File: src/rtl/rr_reg_arbiter_pkg.sv
// Shared types and width helpers for the round-robin register-write arbiter.
package rr_reg_arbiter_pkg;

  localparam int unsigned NREQ_DEF = 4;
  localparam int unsigned HOLD_DEF = 2;

  // Pointer indexes a requester; counter must reach HOLD-1 with headroom.
  function automatic int unsigned ptrWidth(input int unsigned n);
    return (n > 1) ? $clog2(n) : 1;
  endfunction

  function automatic int unsigned cntWidth(input int unsigned h);
    return $clog2(h) + 1;
  endfunction

  localparam int unsigned PTR_W = ptrWidth(NREQ_DEF);
  localparam int unsigned CNT_W = cntWidth(HOLD_DEF);

  typedef enum logic [1:0] {
    IDLE  = 2'd0,
    GRANT = 2'd1,
    DONE  = 2'd2
  } arbState_e;

endpackage

File: src/rtl/rr_pick.sv
// Round-robin pick: rotate requests so ptr lands at bit 0, take the lowest
// set bit, rotate the one-hot result back into requester order.
module rr_pick
  import rr_reg_arbiter_pkg::*;
#(
  parameter int unsigned NREQ = NREQ_DEF,
  parameter int unsigned PtrW = PTR_W
) (
  input  logic [NREQ-1:0] req,
  input  logic [PtrW-1:0] ptr,
  output logic [NREQ-1:0] pick,
  output logic            valid
);

  logic [NREQ-1:0] reqRot;
  logic [NREQ-1:0] selRot;
  logic            found;

  always_comb begin
    reqRot = '0;
    selRot = '0;
    pick   = '0;
    found  = 1'b0;
    for (int i = 0; i < int'(NREQ); i++) begin
      reqRot[i] = req[PtrW'((i + int'(ptr)) % int'(NREQ))];
    end
    for (int i = 0; i < int'(NREQ); i++) begin
      if (reqRot[i] && !found) begin
        selRot[i] = 1'b1;
        found     = 1'b1;
      end
    end
    for (int i = 0; i < int'(NREQ); i++) begin
      pick[PtrW'((i + int'(ptr)) % int'(NREQ))] = selRot[i];
    end
  end

  assign valid = |req;

endmodule

File: src/rtl/rr_reg_arbiter.sv
// Round-robin arbiter guarding the write port of one shared DW-bit register:
// grant, hold for HOLD cycles, load the winner's data, ack, rotate priority.
module rr_reg_arbiter
  import rr_reg_arbiter_pkg::*;
#(
  parameter int unsigned NREQ = NREQ_DEF,
  parameter int unsigned DW   = 4,
  parameter int unsigned HOLD = HOLD_DEF
) (
  input  logic               CLK,
  input  logic               RST_N,
  input  logic [NREQ-1:0]    REQ,
  input  logic [NREQ*DW-1:0] WDATA,
  output logic [NREQ-1:0]    GNT,
  output logic               ACK,
  output logic [DW-1:0]      Q,
  output logic               BUSY
);

  // Package widths cover the default build; other sizes derive their own.
  localparam int unsigned PtrW = (NREQ == NREQ_DEF) ? PTR_W : ptrWidth(NREQ);
  localparam int unsigned CntW = (HOLD == HOLD_DEF) ? CNT_W : cntWidth(HOLD);

  arbState_e       state,   stateNxt;
  logic [PtrW-1:0] ptr,     ptrNxt;
  logic [CntW-1:0] cnt,     cntNxt;
  logic [PtrW-1:0] gIdx,    gIdxNxt;
  logic [NREQ-1:0] gntReg,  gntNxt;
  logic            ackReg,  ackNxt;
  logic [DW-1:0]   qReg,    qNxt;
  logic            busyReg, busyNxt;

  logic [NREQ-1:0] pick;
  logic            pickValid;
  logic [PtrW-1:0] pickIdx;
  logic            reqG;
  logic [DW-1:0]   wSel;

  rr_pick #(
    .NREQ (NREQ),
    .PtrW (PtrW)
  ) uPick (
    .req   (REQ),
    .ptr   (ptr),
    .pick  (pick),
    .valid (pickValid)
  );

  // Encode the one-hot pick into the index remembered for the transaction.
  always_comb begin
    pickIdx = '0;
    for (int i = 0; i < int'(NREQ); i++) begin
      if (pick[i]) pickIdx = PtrW'(i);
    end
  end

  // Request level and write data of the current grant holder.
  always_comb begin
    reqG = 1'b0;
    wSel = '0;
    for (int i = 0; i < int'(NREQ); i++) begin
      if (gIdx == PtrW'(i)) begin
        reqG = REQ[i];
        wSel = WDATA[i*DW +: DW];
      end
    end
  end

  always_ff @(posedge CLK) begin
    if (!RST_N) begin
      state   <= IDLE;
      ptr     <= '0;
      cnt     <= '0;
      gIdx    <= '0;
      gntReg  <= '0;
      ackReg  <= 1'b0;
      qReg    <= '0;
      busyReg <= 1'b0;
    end else begin
      state   <= stateNxt;
      ptr     <= ptrNxt;
      cnt     <= cntNxt;
      gIdx    <= gIdxNxt;
      gntReg  <= gntNxt;
      ackReg  <= ackNxt;
      qReg    <= qNxt;
      busyReg <= busyNxt;
    end
  end

  always_comb begin
    stateNxt = state;
    ptrNxt   = ptr;
    cntNxt   = cnt;
    gIdxNxt  = gIdx;
    gntNxt   = gntReg;
    ackNxt   = 1'b0;
    qNxt     = qReg;

    unique case (state)
      IDLE: begin
        gntNxt = '0;
        if (pickValid) begin
          gntNxt   = pick;
          gIdxNxt  = pickIdx;
          cntNxt   = '0;
          stateNxt = GRANT;
        end
      end
      GRANT: begin
        // Dropping the request abandons the write without touching PTR or Q.
        if (!reqG) begin
          gntNxt   = '0;
          stateNxt = IDLE;
        end else if (cnt == CntW'(HOLD - 1)) begin
          qNxt     = wSel;
          ackNxt   = 1'b1;
          stateNxt = DONE;
        end else begin
          cntNxt = cnt + CntW'(1);
        end
      end
      DONE: begin
        gntNxt   = '0;
        stateNxt = IDLE;
        ptrNxt   = (gIdx == PtrW'(NREQ - 1)) ? '0 : gIdx + PtrW'(1);
      end
      default: begin
        gntNxt   = '0;
        stateNxt = IDLE;
      end
    endcase

    busyNxt = (stateNxt != IDLE);
  end

  assign GNT  = gntReg;
  assign ACK  = ackReg;
  assign Q    = qReg;
  assign BUSY = busyReg;

endmodule

File: config.mk
export PLATFORM = sky130hd
export DESIGN_NAME = rr_reg_arbiter
export DESIGN_NICKNAME = d
export VERILOG_FILES = /design/src/rtl/rr_reg_arbiter_pkg.sv /design/src/rtl/rr_pick.sv /design/src/rtl/rr_reg_arbiter.sv
export SDC_FILE = /design/constraint.sdc
export NUM_CORES = 1
export LEC_CHECK = 0
export CAP_MARGIN = 20
export CORE_ASPECT_RATIO = 1.25
export CORE_MARGIN = 5
export CORE_UTILIZATION = 45
export CTS_CLUSTER_DIAMETER = 40
export DETAILED_ROUTE_END_ITERATION = 8
export PLACE_DENSITY_LB_ADDON = 0.12
export SYNTH_ARGS = -nofsm -noshare
export SYNTH_HDL_FRONTEND = slang
export SYNTH_SLANG_ARGS = --single-unit
File: constraint.sdc
create_clock -name CLK -period 3.7 [get_ports CLK]
set_input_delay 1.11 -clock CLK [delete_from_list [all_inputs] [get_ports CLK]]
set_output_delay 1.11 -clock CLK [all_outputs]
set_load 0.05 [all_outputs]
==> results by group <==
Synthesis
  – Commonest cells post-synth: nor2_1, dfxtp_1, ha_1
  – Synth Area in Compound Gates: 20.2%
  – Syn Area/Cell: 8.56 sq um
  – Multiplexer share of the synthesized area: 9.78%
  – Adder-Cell Fraction of Synth Area: 11.4%
  – Post-synth EDFFs: 0
  – Post-synth top area share: 27.4%
  – Synth Area in Simple Gates: 26.3%
  – Top cells by area, synth: dfxtp_1, ha_1, nor2_1, mux4_1, a21oi_1
  – Syn Nets: 188
  – Sequential area share after synthesis: 27.4%
  – XOR/XNOR Fraction of Synth Area: 0%
  – Asr flop ratio synth: 0%
  – YS warnings: 0
  – Synth unique cells: 44
  – Largest family of logic cells by synthesized area: simple AND/OR/NAND/NOR gates
  – Post-Syn Area: 0.00132 sq mm
  – Cell taking the most area after synthesis: dfxtp_1
  – Most frequent cell after synthesis: nor2_1
  – Flops & latches, synth: 18
  – Post-Synthesis Cells: 154
  – Prevailing post-synth register cell: dfxtp_1

Worst hold path
  – Min-delay worst type: reg2reg
  – Hold path depth: 2

Routing
  – Post-route DRC: 0
  – DR vias/cell: 5.85
  – Top layer in use: met4
  – Routed WL: 3220 um
  – DR pass1 iterations: 4
  – Iteration-0 DRC Markers: 97
  – Routed wire length on met2: 1790 um
  – Routed wl met3: 162 um
  – Routed Antenna Nets: 0
  – Routed via count: 1293
  – Met1 wire length: 1210 um
  – Post-DR wirelength/cell: 14.6 um

Setup path
  – Crit path cell chain: clkdlybuf4s50_1, mux4_2, or4b_4, a221o_1, nand2b_1, a31oi_1
  – CP Data Required Time: 3.92 ns
  – Crit path DAT: 3.50 ns
  – Critical-path top delay cell: mux4_2
  – Logic depth of the worst path, buffers included: 6
  – Cell family with most CP delay: simple AND/OR/NAND/NOR gates
  – CP Max Fanout: 9
  – Max stage delay on crit path: 0.60 ns
  – FF-to-FF path depth: 7
  – Setup crit start kind: input pin
  – CP endpoint kind: register
  – CP Buf/Inv Count: 1
  – Critical path class: in2reg

Pwr
  – Comb power frac: 31.9%
  – Lkg Pwr: 0.000617 uW
  – Pint: 308 uW
  – Switching share of power: 30.8%
  – Clock power share: 20.8%
  – PD cells: 266 mW/mm^2
  – Worst VDD drop: 247 uV
  – Sequential power share: 47.4%
  – P_sw: 138 uW

Layout
  – Layout area overhead: 27.4%
  – N_diodes: 0
  – Post-Layout Cell Count: 221
  – Post-route cell area: 0.00168 sq mm
  – Nets: 221
  – Layout cells sized above 1: 7.57%
  – Final Util: 58.1%

Clock network
  – Post-CTS Setup Inserts: 0
  – Skew-Pair Late Insertion Delay: 0.29 ns
  – H-tree levels: 1
  – # hold bufs at CTS: 0
  – CTS Buf Count: 3
  – Max clock buf depth: 2
  – CTS clk-pin slew, worst paths: 0.09 ns
  – Post-CTS Resized: 0
  – Root Buffer: clkbuf_4
  – Clk sinks: 18
  – CTS tree: done

Global routing
  – Tot GR Track Use: 16.7%
  – Gr ovfl total: 0
  – Vias in the first global route: 1290
  – Largest net degree at the start of global routing: 15
  – First-pass GRT wire length: 5520 um
  – Initial antenna violation count: 0

Placed design
  – Placed Cells: 218
  – DP HPWL: 2600 um
  – GPL Wtd Cong: 0.909
  – # port buffers: 31
  – Placed cell areas: 0.00166 sq mm

Floorplan
  – Die width: 58.4 um
  – Standard-cell rows: 22
  – Die height: 70.5 um
  – Die area: 0.00412 sq mm
  – Core box area: 0.00289 sq mm
  – Initial Utilization: 45.6%
  – I/O pin count: 32

Flow run
  – Max_cap viols: 0

STA
  – Slew @ Worst Pin: 0.675 ns
  – Rel. slew slack: 54.6%
  – Final Hold Viols: 0
  – Period utilisation layout: 88.5%
  – Setup TNS: 0 ns
  – Slew Viols, Final: 0
  – Fmax: 0.305 GHz
  – Minimum clock period after layout: 3.28 ns
  – Worst clock skew: 0.00318 ns
  – Final setup viols: 0
  – RSZ-0062 raised after global routing: no

Outcome
  – Status: finished, final reports clean
cells by family after synthesis:
logic type,Yosys count
simple gates,63
flops,18
mux,7
compound gates,40
buf+inv,14
fa+ha+maj,12
cell usage in the layout (no fill, tap or decap), drive strengths merged, types with 7 or more instances in the layout:
cell type	synthesis	layout
inv	9	9
nor3	7	7
a21oi	10	10
ha	12	12
nor2b	8	8
nand2	8	8
o21ai	10	10
nor2	19	19
dfxtp	18	18
clkdlybuf4s50	0	31
metal layers:
layer,up-vias,GRT usage (%)
met5,-,0
met4,0,3.61
met3,6,5.18
met2,38,31.2
met1,617,17.5
li1,632,-
area by class of cell:
class                           count  area, sq um
Inverter                            9         33.8
Clock buffer                        3         22.5
Fill cell                         283         1210
Timing Repair Buffer               33          325
Multi-Input combinational cell    122          892
Tap cell                           36         45.0
Sequential cell                    18          360
flip-flops by register name, summed over array words and instances (netlist names):
register,count
BUSY,1
Q,4
ACK,1
ptr,2
GNT,4
gIdx,2
cnt,2
state,2
stage by stage:
step | power (uW) | hold WS [ns] | setup WS (ns)
3_5_place_dp | 358 | 0.460 | 0.145
3_3_place_gp | 355 | 0.451 | 0.222
6_report | 446 | 0.467 | 0.425
4_1_cts | 450 | 0.474 | 0.449
5_1_grt | 477 | 0.519 | 0.331
2_1_floorplan | 302 | 0.522 | 0.799
tightest hold or removal path, cell delays in order, from the launching register on:
cell and delay (ns):
dfxtp_1 0.32, nand2_1 0.05, o21ai_0 0.06
power by group through the flow:
| stage | registers, uW | clock network (uW) | logic [uW] |
|---|---|---|---|
| floorplan | 229 | 0 | 72.9 |
| global placement | 215 | 0 | 140 |
| detailed placement | 216 | 0 | 142 |
| CTS | 211 | 95.6 | 143 |
| global route | 213 | 107 | 157 |
| finish | 211 | 92.6 | 142 |
final timing paths:
kind / startpoint / to / slack, ns
worst min-delay path: GNT[0] / GNT[0] / 0.47
worst max register to register: ptr[1] / gIdx[0] / 0.55
worst min register to register: GNT[0] / GNT[0] / 0.47
worst max-delay path: REQ[0] / gIdx[0] / 0.42
No activity file was read; power rests on OpenSTA's default activity.
==> variant 1, RTL diff (same flow settings) <==
Change the package constant `NREQ_DEF` from 4 to 3.
--- a/src/rtl/rr_reg_arbiter_pkg.sv
+++ b/src/rtl/rr_reg_arbiter_pkg.sv
@@ -3,3 +3,3 @@
 
-  localparam int unsigned NREQ_DEF = 4;
+  localparam int unsigned NREQ_DEF = 3;
   localparam int unsigned HOLD_DEF = 2;
Ports: changed (resized GNT, REQ and WDATA); port bits go from 32 to 26. No check against the original RTL was run, so the function may have changed too.
==> variant 1 against the unedited design <==
  * Synthesized cell count is 21% lower
  * Routed wire length is 26% lower
  * Clock power is 12% higher
  * Total power is 12% lower
  * Critical endpoint is now gIdx[1]
  * Fmax is 21% higher
  * Largest cell class unchanged
  * Combinational power is 34% lower
  * Global-route usage is 0.68 points lower
  * Synthesized area is 23% lower
  * Setup slack better by 560 ps
  * Critical path type unchanged
  * Cell area is 23% lower
  * Highest routed layer unchanged
  * Sequential share of layout area is 4.7 points higher
  * Non-clock buffer count is 8 lower
  * Sequential cell count is 1 lower
  * Clock skew is 1.8 ps higher
==> variant 1: results (changes against the unedited design) <==
{
  "max_slew.worst_pin.slew": {"value": 503, "unit": "ps", "change": "-172 ps"},
  "count_of_distinct_cell_types_in_the_synthesized_netlist": {"value": 39, "change": "-11%"},
  "mappedNetlistNets": {"value": 143, "change": "-24%"},
  "max_incr_delay_on_cp": {"value": 690, "unit": "ps", "change": "+90 ps"},
  "numPortBuffers": {"value": 25, "change": "-19%"},
  "dpl.hpwl": {"value": 1840, "unit": "um", "change": "-29%"},
  "power_leakage": {"value": 0.510, "unit": "nW", "change": "-17%"},
  "drtIter0Drc": {"value": 27, "change": "-72%"},
  "hold_path.class": {"value": "reg2reg"},
  "seq_area_frac_synth": {"value": 0.336, "change": "+0.0627"},
  "n_fill_cell": {"value": 206, "change": "-27%"},
  "synthTopCellsByCount": {"value": "sky130_fd_sc_hd__dfxtp_1 (17), sky130_fd_sc_hd__nor2_1 (17), sky130_fd_sc_hd__inv_1 (12)"},
  "post_cts_buffers": {"value": 0, "change": "unchanged"},
  "num-nets-final": {"value": 167, "change": "-24%"},
  "clk_slew_on_worst_s_h_paths": {"value": 100, "unit": "ps"},
  "finalClockSkew": {"value": 5.02, "unit": "ps", "change": "+1.84 ps"},
  "detailed_place.area": {"value": 1270, "unit": "um^2", "change": "-23%"},
  "vias_per_cell": {"value": 5.50, "change": "-6.0%"},
  "worstPathArrival": {"value": 2940, "unit": "ps", "change": "-560 ps"},
  "run_status": {"value": "complete, no violations"},
  "hold_viol": {"value": 0, "change": "unchanged"},
  "wire_length_of_the_first_global_routing_pass": {"value": 4040, "unit": "um", "change": "-27%"},
  "wl_per_cell": {"value": 13.6, "unit": "um", "change": "-6.7%"},
  "synthTopCellsByArea": {"value": "sky130_fd_sc_hd__dfxtp_1 (34%), sky130_fd_sc_hd__mux2i_1 (6.9%), sky130_fd_sc_hd__nor2_1 (6.3%), sky130_fd_sc_hd__ha_1 (6.2%), sky130_fd_sc_hd__a21oi_1 (5.4%)"},
  "via_count_of_the_first_global_routing_pass": {"value": 955, "change": "-26%"},
  "netSwitchingFraction": {"value": 0.310, "change": "+0.00191"},
  "gp_congestion": {"value": 0.742, "change": "-18%"},
  "cts_max_level": {"value": 1, "change": "unchanged"},
  "global_route.usage.total": {"value": 0.160, "change": "-0.00684"},
  "critPathSlowestCell": {"value": "sky130_fd_sc_hd__clkdlybuf4s50_1"},
  "share_of_post_route_cells_with_drive_strength_above_1": {"value": 0.0764, "change": "+0.000713"},
  "yosysWarnings": {"value": 0, "change": "unchanged"},
  "largest_net_degree_at_the_start_of_global_routing": {"value": 16, "change": "+1"},
  "vdd.ir_drop.worst": {"value": 0.227, "unit": "mV", "change": "-8.4%"},
  "detailedRoute.firstPassIterationCount": {"value": 5, "change": "+1"}
}
-- variant 1: changes by cell type after synthesis, moves of 3 or more --
cell,delta
sky130_fd_sc_hd__ha_1,-7
sky130_fd_sc_hd__nand2_1,-4
sky130_fd_sc_hd__inv_1,+3
sky130_fd_sc_hd__o21ai_0,-6
sky130_fd_sc_hd__a32o_1,+3
sky130_fd_sc_hd__nor3_1,-3
sky130_fd_sc_hd__mux2i_1,+5
sky130_fd_sc_hd__a221oi_1,-4
sky130_fd_sc_hd__nor2b_1,-7
-- variant 1: cell type report --
class,count,area (um^2),area share
Clock buffer,3,22.5,0.0173
Clock inverter,1,5.00,0.00385
Inverter,12,45.0,0.0347
Multi-Input combinational cell,86,597,0.460
Sequential cell,17,340,0.262
Tap cell,31,38.8,0.0299
Timing Repair Buffer,25,250,0.193
-- variant 1: path summary, 6_finish.rpt --
path	startpoint	endpoint	slack (ps)	cells past startpoint
setup / recovery	REQ[2]	gIdx[1]	990	5
hold / removal	GNT[2]	GNT[2]	470	2
setup reg to reg	gIdx[0]	GNT[1]	1840	4
hold reg to reg	GNT[2]	GNT[2]	470	2
-- variant 1: through the flow --
step / worst slack, ps / instances
after floorplan: 1370 / 121
after global placement: 760 / 171
after detailed placement: 683 / 171
after CTS: 990 / 175
after global routing: 918 / 175
final: 990 / 175
-- variant 1: per-layer routing --
metal | global-route usage | wire length (um) | up-vias | part of all wire
met4 | 0.0767 | 53 | 0 | 0.022
met1 | 0.173 | 982 | 455 | 0.41
met3 | 0.0334 | 92 | 5 | 0.039
met5 | 0 | 0 | - | 0
li1 | - | - | 482 | -
met2 | 0.283 | 1250 | 20 | 0.53
-- variant 1: power groups by stage --
stage	sequential, mW	clock, mW	combinational (mW)
after floorplan	0.212	0	0.0487
after global placement	0.200	0	0.0926
after detailed placement	0.201	0	0.0942
after CTS	0.196	0.106	0.0947
after global routing	0.198	0.112	0.103
final	0.196	0.104	0.0942
-- variant 1: tightest hold or removal path, stage by stage, from the launching register on --
cell and delay [ps]:
sky130_fd_sc_hd__dfxtp_1 330, sky130_fd_sc_hd__nand2_1 50, sky130_fd_sc_hd__a21oi_1 50
-- variant 1: kinds of logic (layout without fill, tap and decap cells) --
kind of cell | count (synthesis) | after routing | synth area share
buf+inv | 18 | 41 | 0.0742
simple gates | 41 | 41 | 0.223
mux | 8 | 8 | 0.0803
flops | 17 | 17 | 0.336
compound gates | 32 | 32 | 0.225
fa+ha+maj | 5 | 5 | 0.0618
==> variant 2, RTL diff (same settings) <==
Without the edit above. Make the reset (`RST_N`) asynchronous in one clocked block.
--- a/src/rtl/rr_reg_arbiter.sv
+++ b/src/rtl/rr_reg_arbiter.sv
@@ -68,3 +68,3 @@
 
-  always_ff @(posedge CLK) begin
+  always_ff @(posedge CLK or negedge RST_N) begin
     if (!RST_N) begin
Behaviour: differs if RST_N is asserted again (counterexample within 4 cycles, from zero or initial values and one cycle with RST_N low); with RST_N held inactive, the same outputs for 4 cycles.
==> variant 2 against the unedited design <==
  * Routed wire length shrank 2.4%
  * Cell area grew 2.7%
  * Cell count shrank 4.5%
  * Die area grew 3.8%
  * Clock skew grew 0.78 ps
  * Synthesized area grew 4.5%
  * Sequential cell count is the same
  * Synthesized cell count shrank 7.1%
  * Setup slack gained 120 ps
  * Global-route usage shrank 0.94 points
Power is left out: it rests on default switching activity, and per cell area and clock period it moved more than threefold.
==> variant 2: results (changes against the unedited design) <==
{
  "run_status": {"value": "complete, no violations"},
  "timing.critical_path.fanout_max": {"value": 10, "change": "+1"},
  "wl_final": {"value": 3140, "unit": "um", "change": "-2.4%"},
  "dpl.hpwl": {"value": 2510, "unit": "um", "change": "-3.4%"},
  "worstPathArrival": {"value": 3380, "unit": "ps", "change": "-120 ps"},
  "cts-resized-gates": {"value": 0, "change": "unchanged"},
  "yosysWarnings": {"value": 0, "change": "unchanged"},
  "count_of_distinct_cell_types_in_the_synthesized_netlist": {"value": 40, "change": "-9.1%"},
  "numPortBuffers": {"value": 31, "change": "unchanged"},
  "seq_area_frac_synth": {"value": 0.327, "change": "+0.0538"},
  "synthTopCellsByArea": {"value": "sky130_fd_sc_hd__dfrtp_1 (33%), sky130_fd_sc_hd__ha_1 (12%), sky130_fd_sc_hd__mux4_1 (5.7%), sky130_fd_sc_hd__nand2_1 (5.2%), sky130_fd_sc_hd__o21ai_0 (4.0%)"},
  "gp_congestion": {"value": 0.922, "change": "+1.5%"},
  "proportion_of_register_bits_with_asynchronous_set_or_reset_after_synthesis": {"value": 1.00, "change": "+1.00"},
  "wire_length_of_the_first_global_routing_pass": {"value": 5330, "unit": "um", "change": "-3.4%"},
  "grt_antenna_before_repair": {"value": 0, "change": "unchanged"},
  "via_count_of_the_first_global_routing_pass": {"value": 1253, "change": "-2.9%"},
  "cts_hold_buf": {"value": 0, "change": "unchanged"},
  "detailedRoute.firstPassIterationCount": {"value": 4, "change": "unchanged"},
  "n_fill_cell": {"value": 279, "change": "-1.4%"},
  "cts_buffers": {"value": 3, "change": "unchanged"},
  "mappedNetlistNets": {"value": 178, "change": "-5.3%"},
  "share_of_post_route_cells_with_drive_strength_above_1": {"value": 0.0914, "change": "+0.0158"},
  "post_cts_buffers": {"value": 0, "change": "unchanged"},
  "synthTopCellsByCount": {"value": "sky130_fd_sc_hd__nand2_1 (19), sky130_fd_sc_hd__dfrtp_1 (18), sky130_fd_sc_hd__ha_1 (13)"},
  "num-nets-final": {"value": 211, "change": "-4.5%"},
  "clock-root-buffer": {"value": "sky130_fd_sc_hd__clkbuf_4"},
  "clock_latency": {"value": 290, "unit": "ps", "change": "about the same"},
  "vias_per_cell": {"value": 5.53, "change": "-5.5%"},
  "hold_path.class": {"value": "reg2reg"},
  "finalClockSkew": {"value": 3.95, "unit": "ps", "change": "+0.776 ps"},
  "drtIter0Drc": {"value": 38, "change": "-61%"},
  "largest_net_degree_at_the_start_of_global_routing": {"value": 19, "change": "+4"},
  "clk_slew_on_worst_s_h_paths": {"value": 100, "unit": "ps"},
  "ctsLongestPathBuffers": {"value": 2, "change": "unchanged"},
  "relSlewSlack": {"value": 0.469, "change": "-0.0775"},
  "global_route.usage.total": {"value": 0.157, "change": "-0.00941"},
  "cts_max_level": {"value": 1, "change": "unchanged"}
}
==> variant 2: cell count changes in the layout (fill, tap and decap cells not counted), sizes merged, moves of 3 or more <==
cell / before / now
dfxtp: 18 / 0
nor2: 19 / 7
dfrtp: 0 / 18
nand2: 8 / 19
nor2b: 8 / 3
a211oi: 3 / 0
==> variant 2: final timing paths <==
check	end	slack (ps)	from	cells after the start
max	gIdx[0]	550	REQ[0]	7
min	GNT[0]	480	GNT[0]	2
max reg2reg	gIdx[0]	840	ptr[0]	8
min reg2reg	GNT[0]	480	GNT[0]	2
max in group asynchronous	Q[2]	1940	RST_N	1
min in group asynchronous	ACK	1270	RST_N	1
==> variant 2: worst max-delay path: stages <==
cell	delay [ps]
sky130_fd_sc_hd__clkdlybuf4s50_1	500
sky130_fd_sc_hd__mux4_2	610
sky130_fd_sc_hd__nor3b_1	510
sky130_fd_sc_hd__o211ai_1	180
sky130_fd_sc_hd__a41o_1	240
sky130_fd_sc_hd__o211a_1	120
sky130_fd_sc_hd__a21oi_2	90
==> variant 2: final cells by class <==
type	instances	share of cell area
multi-input combinational	111	0.485
sequential	18	0.261
timing repair buffer	32	0.184
tap	36	0.0261
inverter	10	0.0218
clock buffer	4	0.0210
==> variant 2: routing by layer <==
layer,vias up,wire length [um],GRT usage
met5,-,0,0
met1,542,1270,0.177
met4,0,25,0.0428
met2,34,1710,0.294
li1,587,-,-
met3,4,136,0.0270
==> variant 2: through the flow <==
stage | area [um^2] | setup WS, ps | hold WS [ps] | util | cells
6_report | 1720 | 550 | 479 | 0.585 | 211
5_1_grt | 1720 | 404 | 514 | 0.585 | 211
4_1_cts | 1720 | 578 | 485 | 0.585 | 211
3_5_place_dp | 1690 | 263 | 462 | 0.573 | 207
3_3_place_gp | 1690 | 356 | 451 | 0.573 | 207
2_1_floorplan | 1380 | 932 | 455 | - | 143
==> variant 2: cell families (layout without fill, tap and decap cells) <==
family | Yosys count | after routing | synth area share
and+or+nand+nor | 55 | 55 | 0.211
adders and majority gates | 13 | 13 | 0.118
DFF | 18 | 18 | 0.327
muxes | 9 | 9 | 0.113
buffers and inverters | 14 | 46 | 0.0645
AOI/OAI and AO/OA | 34 | 34 | 0.166
